`config.mk`:
```
export PLATFORM = sky130hd
export DESIGN_NAME = clint_ctrl
export DESIGN_NICKNAME = d
export VERILOG_FILES = /design/src/rtl/clint_ctrl_pkg.sv /design/src/rtl/clint_trap_arb.sv /design/src/rtl/clint_ctrl.sv
export SDC_FILE = /design/constraint.sdc
export NUM_CORES = 1
export LEC_CHECK = 0
export CAP_MARGIN = 10
export CORE_MARGIN = 5
export CORE_UTILIZATION = 37
export CTS_BUF_LIST = sky130_fd_sc_hd__clkbuf_4 sky130_fd_sc_hd__clkbuf_8
export CTS_CLUSTER_DIAMETER = 200
export DETAILED_ROUTE_END_ITERATION = 16
export GPL_ROUTABILITY_DRIVEN = 1
export MAX_ROUTING_LAYER = met4
export PLACE_DENSITY = 0.94
export SYNTH_ARGS = -nofsm -noshare
export SYNTH_HDL_FRONTEND = slang
export SYNTH_SLANG_ARGS = --single-unit
```
`constraint.sdc`:
```
create_clock -name clk -period 3.95 [get_ports clk]
set_clock_uncertainty 0.05 [all_clocks]
set_input_delay 0.79 -clock clk [delete_from_list [all_inputs] [get_ports clk]]
set_output_delay 0.79 -clock clk [all_outputs]
set_load 0.02 [all_outputs]
```
`src/rtl/clint_ctrl_pkg.sv`:
```
// clint_ctrl_pkg: CSR addresses, trap causes, sequencer states and mstatus helpers for the clint.
package clint_ctrl_pkg;
    localparam logic [31:0] CSR_MEPC    = 32'h341;
    localparam logic [31:0] CSR_MSTATUS = 32'h300;
    localparam logic [31:0] CSR_MCAUSE  = 32'h342;
    localparam logic [31:0] CSR_MTVEC   = 32'h305;
    localparam logic [31:0] CAUSE_ECALL  = 32'd11;
    localparam logic [31:0] CAUSE_EBREAK = 32'd3;
    localparam logic [31:0] CAUSE_TIMER  = 32'h8000_0007;
    localparam logic [31:0] CAUSE_EXT    = 32'h8000_000B;
    localparam int MIE  = 3;
    localparam int MPIE = 7;
    typedef enum logic [2:0] {S_IDLE, S_MEPC, S_MSTATUS, S_MCAUSE, S_MRET, S_JUMP} state_t;
    function automatic logic [31:0] trap_status(input logic [31:0] s);
        logic [31:0] r;
        r = s;
        r[MPIE] = s[MIE];
        r[MIE] = 1'b0;
        return r;
    endfunction
    function automatic logic [31:0] mret_status(input logic [31:0] s);
        logic [31:0] r;
        r = s;
        r[MIE] = s[MPIE];
        r[MPIE] = 1'b1;
        return r;
    endfunction
endpackage

```
`src/rtl/clint_trap_arb.sv`:
```
// clint_trap_arb: priority select among ecall/ebreak/mret/interrupt with cause and epc generation.
module clint_trap_arb
    import clint_ctrl_pkg::*;
#(
    parameter int INT_LINES = 8
) (
    input  logic                 ecall,
    input  logic                 ebreak,
    input  logic                 mret,
    input  logic [INT_LINES-1:0] int_flag,
    input  logic                 global_int_en,
    input  logic [31:0]          inst_addr,
    input  logic                 jump_flag,
    input  logic [31:0]          jump_addr,
    output logic                 trap,
    output logic                 mret_take,
    output logic [31:0]          cause,
    output logic [31:0]          epc
);
    logic sync;
    logic irq;
    assign sync      = ecall | ebreak;
    assign irq       = global_int_en & (|int_flag);
    assign trap      = sync | (irq & ~mret);
    assign mret_take = mret & ~sync;
    assign cause     = ecall ? CAUSE_ECALL : ebreak ? CAUSE_EBREAK : int_flag[0] ? CAUSE_TIMER : CAUSE_EXT;
    // An interrupt arriving under a taken branch must resume at the branch target.
    assign epc       = (sync | ~jump_flag) ? inst_addr : jump_addr;
endmodule

```
`src/rtl/clint_ctrl.sv`:
```
// clint_ctrl: trap/interrupt sequencer issuing mepc/mstatus/mcause writes and a PC redirect.
module clint_ctrl
    import clint_ctrl_pkg::*;
#(
    parameter int INT_LINES = 8
) (
    input  logic                 clk,
    input  logic                 rst,
    input  logic [31:0]          inst_addr_i,
    input  logic                 inst_ecall_i,
    input  logic                 inst_ebreak_i,
    input  logic                 inst_mret_i,
    input  logic                 jump_flag_i,
    input  logic [31:0]          jump_addr_i,
    input  logic [INT_LINES-1:0] int_flag_i,
    input  logic                 global_int_en_i,
    input  logic [31:0]          csr_mtvec_i,
    input  logic [31:0]          csr_mepc_i,
    input  logic [31:0]          csr_mstatus_i,
    output logic                 we_o,
    output logic [31:0]          waddr_o,
    output logic [31:0]          data_o,
    output logic                 hold_flag_o,
    output logic                 int_assert_o,
    output logic [31:0]          int_addr_o
);
    state_t      state;
    logic [31:0] cause_q;
    logic        trap;
    logic        mret_take;
    logic [31:0] cause;
    logic [31:0] epc;

    clint_trap_arb #(.INT_LINES(INT_LINES)) u_arb (
        .ecall(inst_ecall_i),
        .ebreak(inst_ebreak_i),
        .mret(inst_mret_i),
        .int_flag(int_flag_i),
        .global_int_en(global_int_en_i),
        .inst_addr(inst_addr_i),
        .jump_flag(jump_flag_i),
        .jump_addr(jump_addr_i),
        .trap(trap),
        .mret_take(mret_take),
        .cause(cause),
        .epc(epc)
    );

    assign hold_flag_o = trap | mret_take | (state != S_IDLE);

    // Outputs are registered against the state being entered, so they are valid for that whole state.
    always_ff @(posedge clk or posedge rst) begin
        if (rst) begin
            state        <= S_IDLE;
            cause_q      <= '0;
            we_o         <= 1'b0;
            waddr_o      <= '0;
            data_o       <= '0;
            int_assert_o <= 1'b0;
            int_addr_o   <= '0;
        end else begin
            we_o         <= 1'b0;
            waddr_o      <= '0;
            data_o       <= '0;
            int_assert_o <= 1'b0;
            int_addr_o   <= '0;
            case (state)
                S_IDLE: begin
                    if (trap) begin
                        state   <= S_MEPC;
                        cause_q <= cause;
                        we_o    <= 1'b1;
                        waddr_o <= CSR_MEPC;
                        data_o  <= epc;
                    end else if (mret_take) begin
                        state   <= S_MRET;
                        we_o    <= 1'b1;
                        waddr_o <= CSR_MSTATUS;
                        data_o  <= mret_status(csr_mstatus_i);
                    end
                end
                S_MEPC: begin
                    state   <= S_MSTATUS;
                    we_o    <= 1'b1;
                    waddr_o <= CSR_MSTATUS;
                    data_o  <= trap_status(csr_mstatus_i);
                end
                S_MSTATUS: begin
                    state   <= S_MCAUSE;
                    we_o    <= 1'b1;
                    waddr_o <= CSR_MCAUSE;
                    data_o  <= cause_q;
                end
                S_MCAUSE: begin
                    state        <= S_JUMP;
                    int_assert_o <= 1'b1;
                    int_addr_o   <= csr_mtvec_i & ~32'h3;
                end
                S_MRET: begin
                    state        <= S_JUMP;
                    int_assert_o <= 1'b1;
                    int_addr_o   <= csr_mepc_i;
                end
                default: state <= S_IDLE;
            endcase
        end
    end
endmodule

```
==> flow_summary.ini, run 1 <==
[run_status]
outcome = finished clean

[route]
num_vias = 3082
viasPerCell = 4.76
drt_pass1_iterations = 5
wl_per_cell_um = 17.9
drc = 0
ant_nets = 0
totalWireLength_mm = 11.6
drtIter0Drc = 114

[placement]
place_congestion = 0.768
io_buffers = 244
dp_hpwl_mm = 9.25
place_area_um2 = 5910

[critical_path]
start_kind = primary input
crit_path_end_kind = primary output
required_ns = 3.11
cp_max_fo = 3
critical_path_arrival_ns = 2.49
path_class = in2out

[synthesis]
synthCells = 272
ys_types = 37
synthFlopType = dfrtp_1
avgSynthCellArea_um2 = 12.8
ys_warn_count = 0
synth_seq_cells = 77
synth.cell_area_um2 = 3490
postSynth.asyncResetShare_pct = 100
synth-edff-count = 0
synth_seq_area_share_pct = 55.1

[floorplan]
initial_utilization_pct = 37.8
die_x_um = 107
die_y_um = 107
core_area_um2 = 9240
row_count = 35
pin_count = 274
die_area_um2 = 11500

[cells_and_area]
fin_area_um2 = 6150
final_nets = 688
area_growth_pct = 76.0
final_common_cell = clkdlybuf4s50_1
mostFrequentLayoutCells = clkdlybuf4s50_1, dfrtp_1, mux2i_1
drive_gt1_share_pct = 7.34
antennaDiodeCount = 0

[sta]
hold_violations = 0
finalCriticalPeriod_ns = 3.33
hold_slack_ns = 0.433
timing.fmax_mhz = 300
rsz0062_at_grt = false
tns_ns = 0
slew-limit-headroom_pct = 24.2
setup_viol = 0
fin_crit_sh_pct = 84.4
slew_violations = 0
worst_slew_pin_slew_ns = 1.14

[global_route]
grt_overflow = 0
grt_max_degree = 55
antenna_found_initial = 0
grt_pass1_wl_mm = 17.5
grt_pass1_vias = 3447
track_usage_pct = 20.1

[clock_network]
cts.clk_slew.worst_paths_ns = 0.08
cts_max_level = 3
cts_tree = done
clock-sinks = 77
cts_setup_buffers = 0
clock_path_buffers = 2
cts_hold_buf = 0
cts_resized = 0
clk_latency_ns = 0.33
numCtsBuffers = 9
root_buffer = clkbuf_8

[min_path]
hp-class = reg2reg

[power_and_ir_drop]
ir_drop_uv = 293
powerDensity_nw_per_um2 = 604
totalPowerFinal_w = 0.00372
leakagePower_nw = 2.58

[flow_run]
drv_cap = 0
worst max-delay path, cell delays in order:
cell and delay (ns):
clkdlybuf4s50_1 0.46, nor4_1 0.27, nand2_1 0.17, nand2_1 0.10
nand4b_1 0.12, clkdlybuf4s50_1 0.58
layer usage:
layer	wire length [um]	up-vias	track usage, %
met5	0	-	-
met4	189	0	5.84
met3	1240	17	6.92
met2	6260	174	36.7
met1	3900	1475	20.1
li1	-	1416	-
final timing paths:
| kind | startpoint | end | slack [ns] | cells after the start |
|---|---|---|---|---|
| worst min register to register | cause_q[1] | cause_q[1] | 0.43 | 1 |
| max in group asynchronous | rst | int_addr_o[14] | 2.09 | 3 |
| worst min-delay path | cause_q[1] | cause_q[1] | 0.43 | 1 |
| worst max-delay path | int_flag_i[0] | hold_flag_o | 0.62 | 6 |
| min in group asynchronous | rst | waddr_o[0] | 0.89 | 2 |
| worst max register to register | state[2] | state[0] | 1.98 | 4 |
stage by stage:
step	utilization (%)	setup slack, ns	std cells
after CTS	66.3	0.590	646
after detailed placement	64.0	0.612	630
after global routing	66.6	0.492	647
after floorplan	-	1.14	298
after global placement	64.0	0.623	630
final	66.6	0.617	647
synthesized netlist by cell type, types with 2 or more instances:
cell | number | share of area (%)
buf_4 | 31 | 6.7
nor3_4 | 2 | 0.93
buf_6 | 2 | 0.64
nand2b_1 | 2 | 0.36
a22o_1 | 30 | 7.5
o2bb2ai_1 | 21 | 5.3
and2_1 | 3 | 0.54
inv_1 | 9 | 0.97
a32oi_1 | 2 | 0.50
o2bb2ai_2 | 5 | 2.1
nor2b_1 | 2 | 0.36
buf_2 | 11 | 1.6
o221ai_1 | 4 | 1.0
o21bai_1 | 2 | 0.43
nand2_1 | 9 | 0.97
mux2_2 | 2 | 0.64
dfrtp_1 | 77 | 55
a21oi_1 | 3 | 0.43
nor4_1 | 2 | 0.36
mux2i_1 | 33 | 9.5
nand3_1 | 4 | 0.57
report_power, final:
group	total (W)	leakage [nW]	internal, W	switching (W)
clock	0.000621	0.102	0.000327	0.000294
sequential	0.00121	1.00	0.00110	0.000117
combinational	0.00188	1.47	0.000920	0.000965
registers in the layout, summed over array words and instances (netlist names):
name and cells:
int_addr_o 32, we_o 1, waddr_o 4, int_assert_o 1, data_o 32, cause_q 4
state 3
cell type report:
type                    count  area [um2]
clock buffers              11         151
clock inverters             5        58.8
fillers                   700        3090
inverters                  10        38.8
multi-input cells         166        1320
flip-flops and latches     77        1930
well taps                 129         161
repair buffers            249        2500
cell families after synthesis:
logic type	share of synthesized area [%]
AND/OR/NAND/NOR	6.30
AO/OA/AOI/OAI	18.3
flip-flops	55.1
buffers and inverters	10.1
other	0.107
multiplexers	10.1
Note: power is estimated with default switching activity, not from simulation.
==> inputs of run 2 (changes only) <==
--- a/config.mk
+++ b/config.mk
@@ -7,13 +7,13 @@
 export LEC_CHECK = 0
 export CAP_MARGIN = 10
 export CORE_MARGIN = 5
-export CORE_UTILIZATION = 37
+export CORE_UTILIZATION = 31
 export CTS_BUF_LIST = sky130_fd_sc_hd__clkbuf_4 sky130_fd_sc_hd__clkbuf_8
 export CTS_CLUSTER_DIAMETER = 200
 export DETAILED_ROUTE_END_ITERATION = 16
 export GPL_ROUTABILITY_DRIVEN = 1
 export MAX_ROUTING_LAYER = met4
-export PLACE_DENSITY = 0.94
+export PLACE_DENSITY = 0.85
 export SYNTH_ARGS = -nofsm -noshare
 export SYNTH_HDL_FRONTEND = slang
 export SYNTH_SLANG_ARGS = --single-unit
==> constraint.sdc (replaced) <==
create_clock -name clk -period 2.8 [get_ports clk]
set_clock_uncertainty 0.05 [all_clocks]
set_input_delay 0.56 -clock clk [delete_from_list [all_inputs] [get_ports clk]]
set_output_delay 0.56 -clock clk [all_outputs]
set_load 0.02 [all_outputs]
==> run 2 against run 1 <==
Cell area grew 1.1%. Non-clock buffer count increased by 4. Worst hold slack gained 0.0046 ns. Power is 42% higher. First-iteration DRC count rose by 25%. Via count down 2.2%. Cell count up 2.3%. Critical path depth did not move. Register-to-register slack got worse by 1.2 ns. Die area rose by 17%. Worst setup slack lost 0.57 ns. Count of clock-buffer cells in the layout did not move. Largest power group unchanged.
==> flow_summary.ini, run 2 (same netlist as run 1, synthesis figures left out) <==
[cells_and_area]
fillCellCount = 935
regArea_um2 = 1930
drive_gt1_share_pct = 8.05
multi_input_comb_area_um2 = 1320
final_common_cell = clkdlybuf4s50_1
area_growth_pct = 77.9
largestRegisters = data_o x32, int_addr_o x32
antennaDiodeCount = 0
final_nets = 692
mostFrequentLayoutCells = clkdlybuf4s50_1, dfrtp_1, mux2i_1

[global_route]
antenna_found_initial = 0
grt_pass1_wl_mm = 16.6
track_usage_pct = 16.5
grt_overflow = 0
grt_max_degree = 51
grt_pass1_vias = 3335

[power_and_ir_drop]
leakagePower_nw = 2.61
p_clk_share_pct = 16.9
totalPowerFinal_w = 0.00527
powerDensity_nw_per_um2 = 847
seqPwrFrac_pct = 32.4
p_comb_share_pct = 50.7
switching_power_w = 0.00194
p_int_w = 0.00333
ir_drop_uv = 444
p_sw_share_pct = 36.8

[min_path]
hp-class = reg2reg

[clock_network]
cts_hold_buf = 0
cts_max_level = 3
numCtsBuffers = 9
cts_tree = done
cts_resized = 0
clock-sinks = 77
cts_setup_buffers = 0
clock_path_buffers = 2
root_buffer = clkbuf_8
cts.clk_slew.worst_paths_ns = 0.09
clk_latency_ns = 0.33

[sta]
timing.fmax_mhz = 363
hold_violations = 0
rsz0062_at_grt = false
fin_crit_sh_pct = 98.5
setup_viol = 0
worst_slew_pin_slew_ns = 1.12
slew-limit-headroom_pct = 25.5
tns_ns = 0
finalCriticalPeriod_ns = 2.76
slew_violations = 0

[critical_path]
required_ns = 2.19
path_class = in2out
critical_path_arrival_ns = 2.15
cp_max_fo = 3
crit_path_end_kind = primary output
path_cells = clkdlybuf4s50_1 > nor4_1 > nand2_1 > nand2_1 > nand4b_1 > clkdlybuf4s50_1
cp_slowest_stage_delay_ns = 0.56
crit_slowest_cell = clkdlybuf4s50_1
start_kind = primary input

[route]
drt_pass1_iterations = 4
totalWireLength_mm = 11.4
ant_nets = 0
drc = 0
viasPerCell = 4.55
num_vias = 3015
drtIter0Drc = 143
wl_per_cell_um = 17.2

[floorplan]
pin_count = 274
die_y_um = 116
initial_utilization_pct = 32.0
row_count = 38
die_x_um = 116
die_area_um2 = 13500
core_area_um2 = 10900

[flow_run]
drv_cap = 0

[placement]
place_congestion = 0.794
dp_hpwl_mm = 9.40
io_buffers = 244

[run_status]
outcome = finished clean
run 2: path summary, 6_finish.rpt:
kind | from | to | slack, ns | cells past startpoint
worst max register to register | state[2] | state[0] | 0.81 | 4
worst min register to register | cause_q[1] | cause_q[1] | 0.44 | 1
max in group asynchronous | rst | int_addr_o[28] | 1.53 | 3
min in group asynchronous | rst | data_o[26] | 0.51 | 2
worst min-delay path | cause_q[1] | cause_q[1] | 0.44 | 1
worst max-delay path | int_flag_i[0] | hold_flag_o | 0.04 | 6
run 2: cell type report:
cell class	instances	area share (%)
Clock buffer	11	2.43
Multi-Input combinational cell	166	21.1
Clock inverter	5	1.03
Tap cell	140	2.82
Timing Repair Buffer	253	41.0
Sequential cell	77	31.0
Inverter	10	0.624
run 2: power by group through the flow:
stage / sequential (W) / combinational, W / clock [W]
floorplan: 0.00225 / 0.000902 / 0
global placement: 0.00172 / 0.00266 / 0
detailed placement: 0.00174 / 0.00271 / 0
CTS: 0.00171 / 0.00272 / 0.000925
global route: 0.00176 / 0.00284 / 0.000972
finish: 0.00171 / 0.00267 / 0.000890
run 2: worst max-delay path: cells and delay by family:
kind                   cells  cell delay [ns]
buffers and inverters      2             1.01
AND/OR/NAND/NOR            4             0.58
run 2: layer usage:
layer / vias up / global-route usage (%) / wire length (um)
li1: 1426 / - / -
met1: 1399 / 16.0 / 3820
met2: 182 / 30.3 / 5980
met3: 8 / 7.51 / 1480
met4: 0 / 3.48 / 91
met5: - / - / 0
run 2: stage by stage:
stage	std cells	util, %	instance area (um2)	setup slack [ns]	hold slack (ns)
finish	662	56.9	6220	0.0431	0.438
floorplan	298	-	3590	0.223	0.385
global placement	646	54.9	6000	0.0839	0.404
detailed placement	646	54.9	6000	0.0535	0.420
CTS	662	56.9	6220	0.0411	0.445
global route	662	56.9	6220	0.00667	0.458
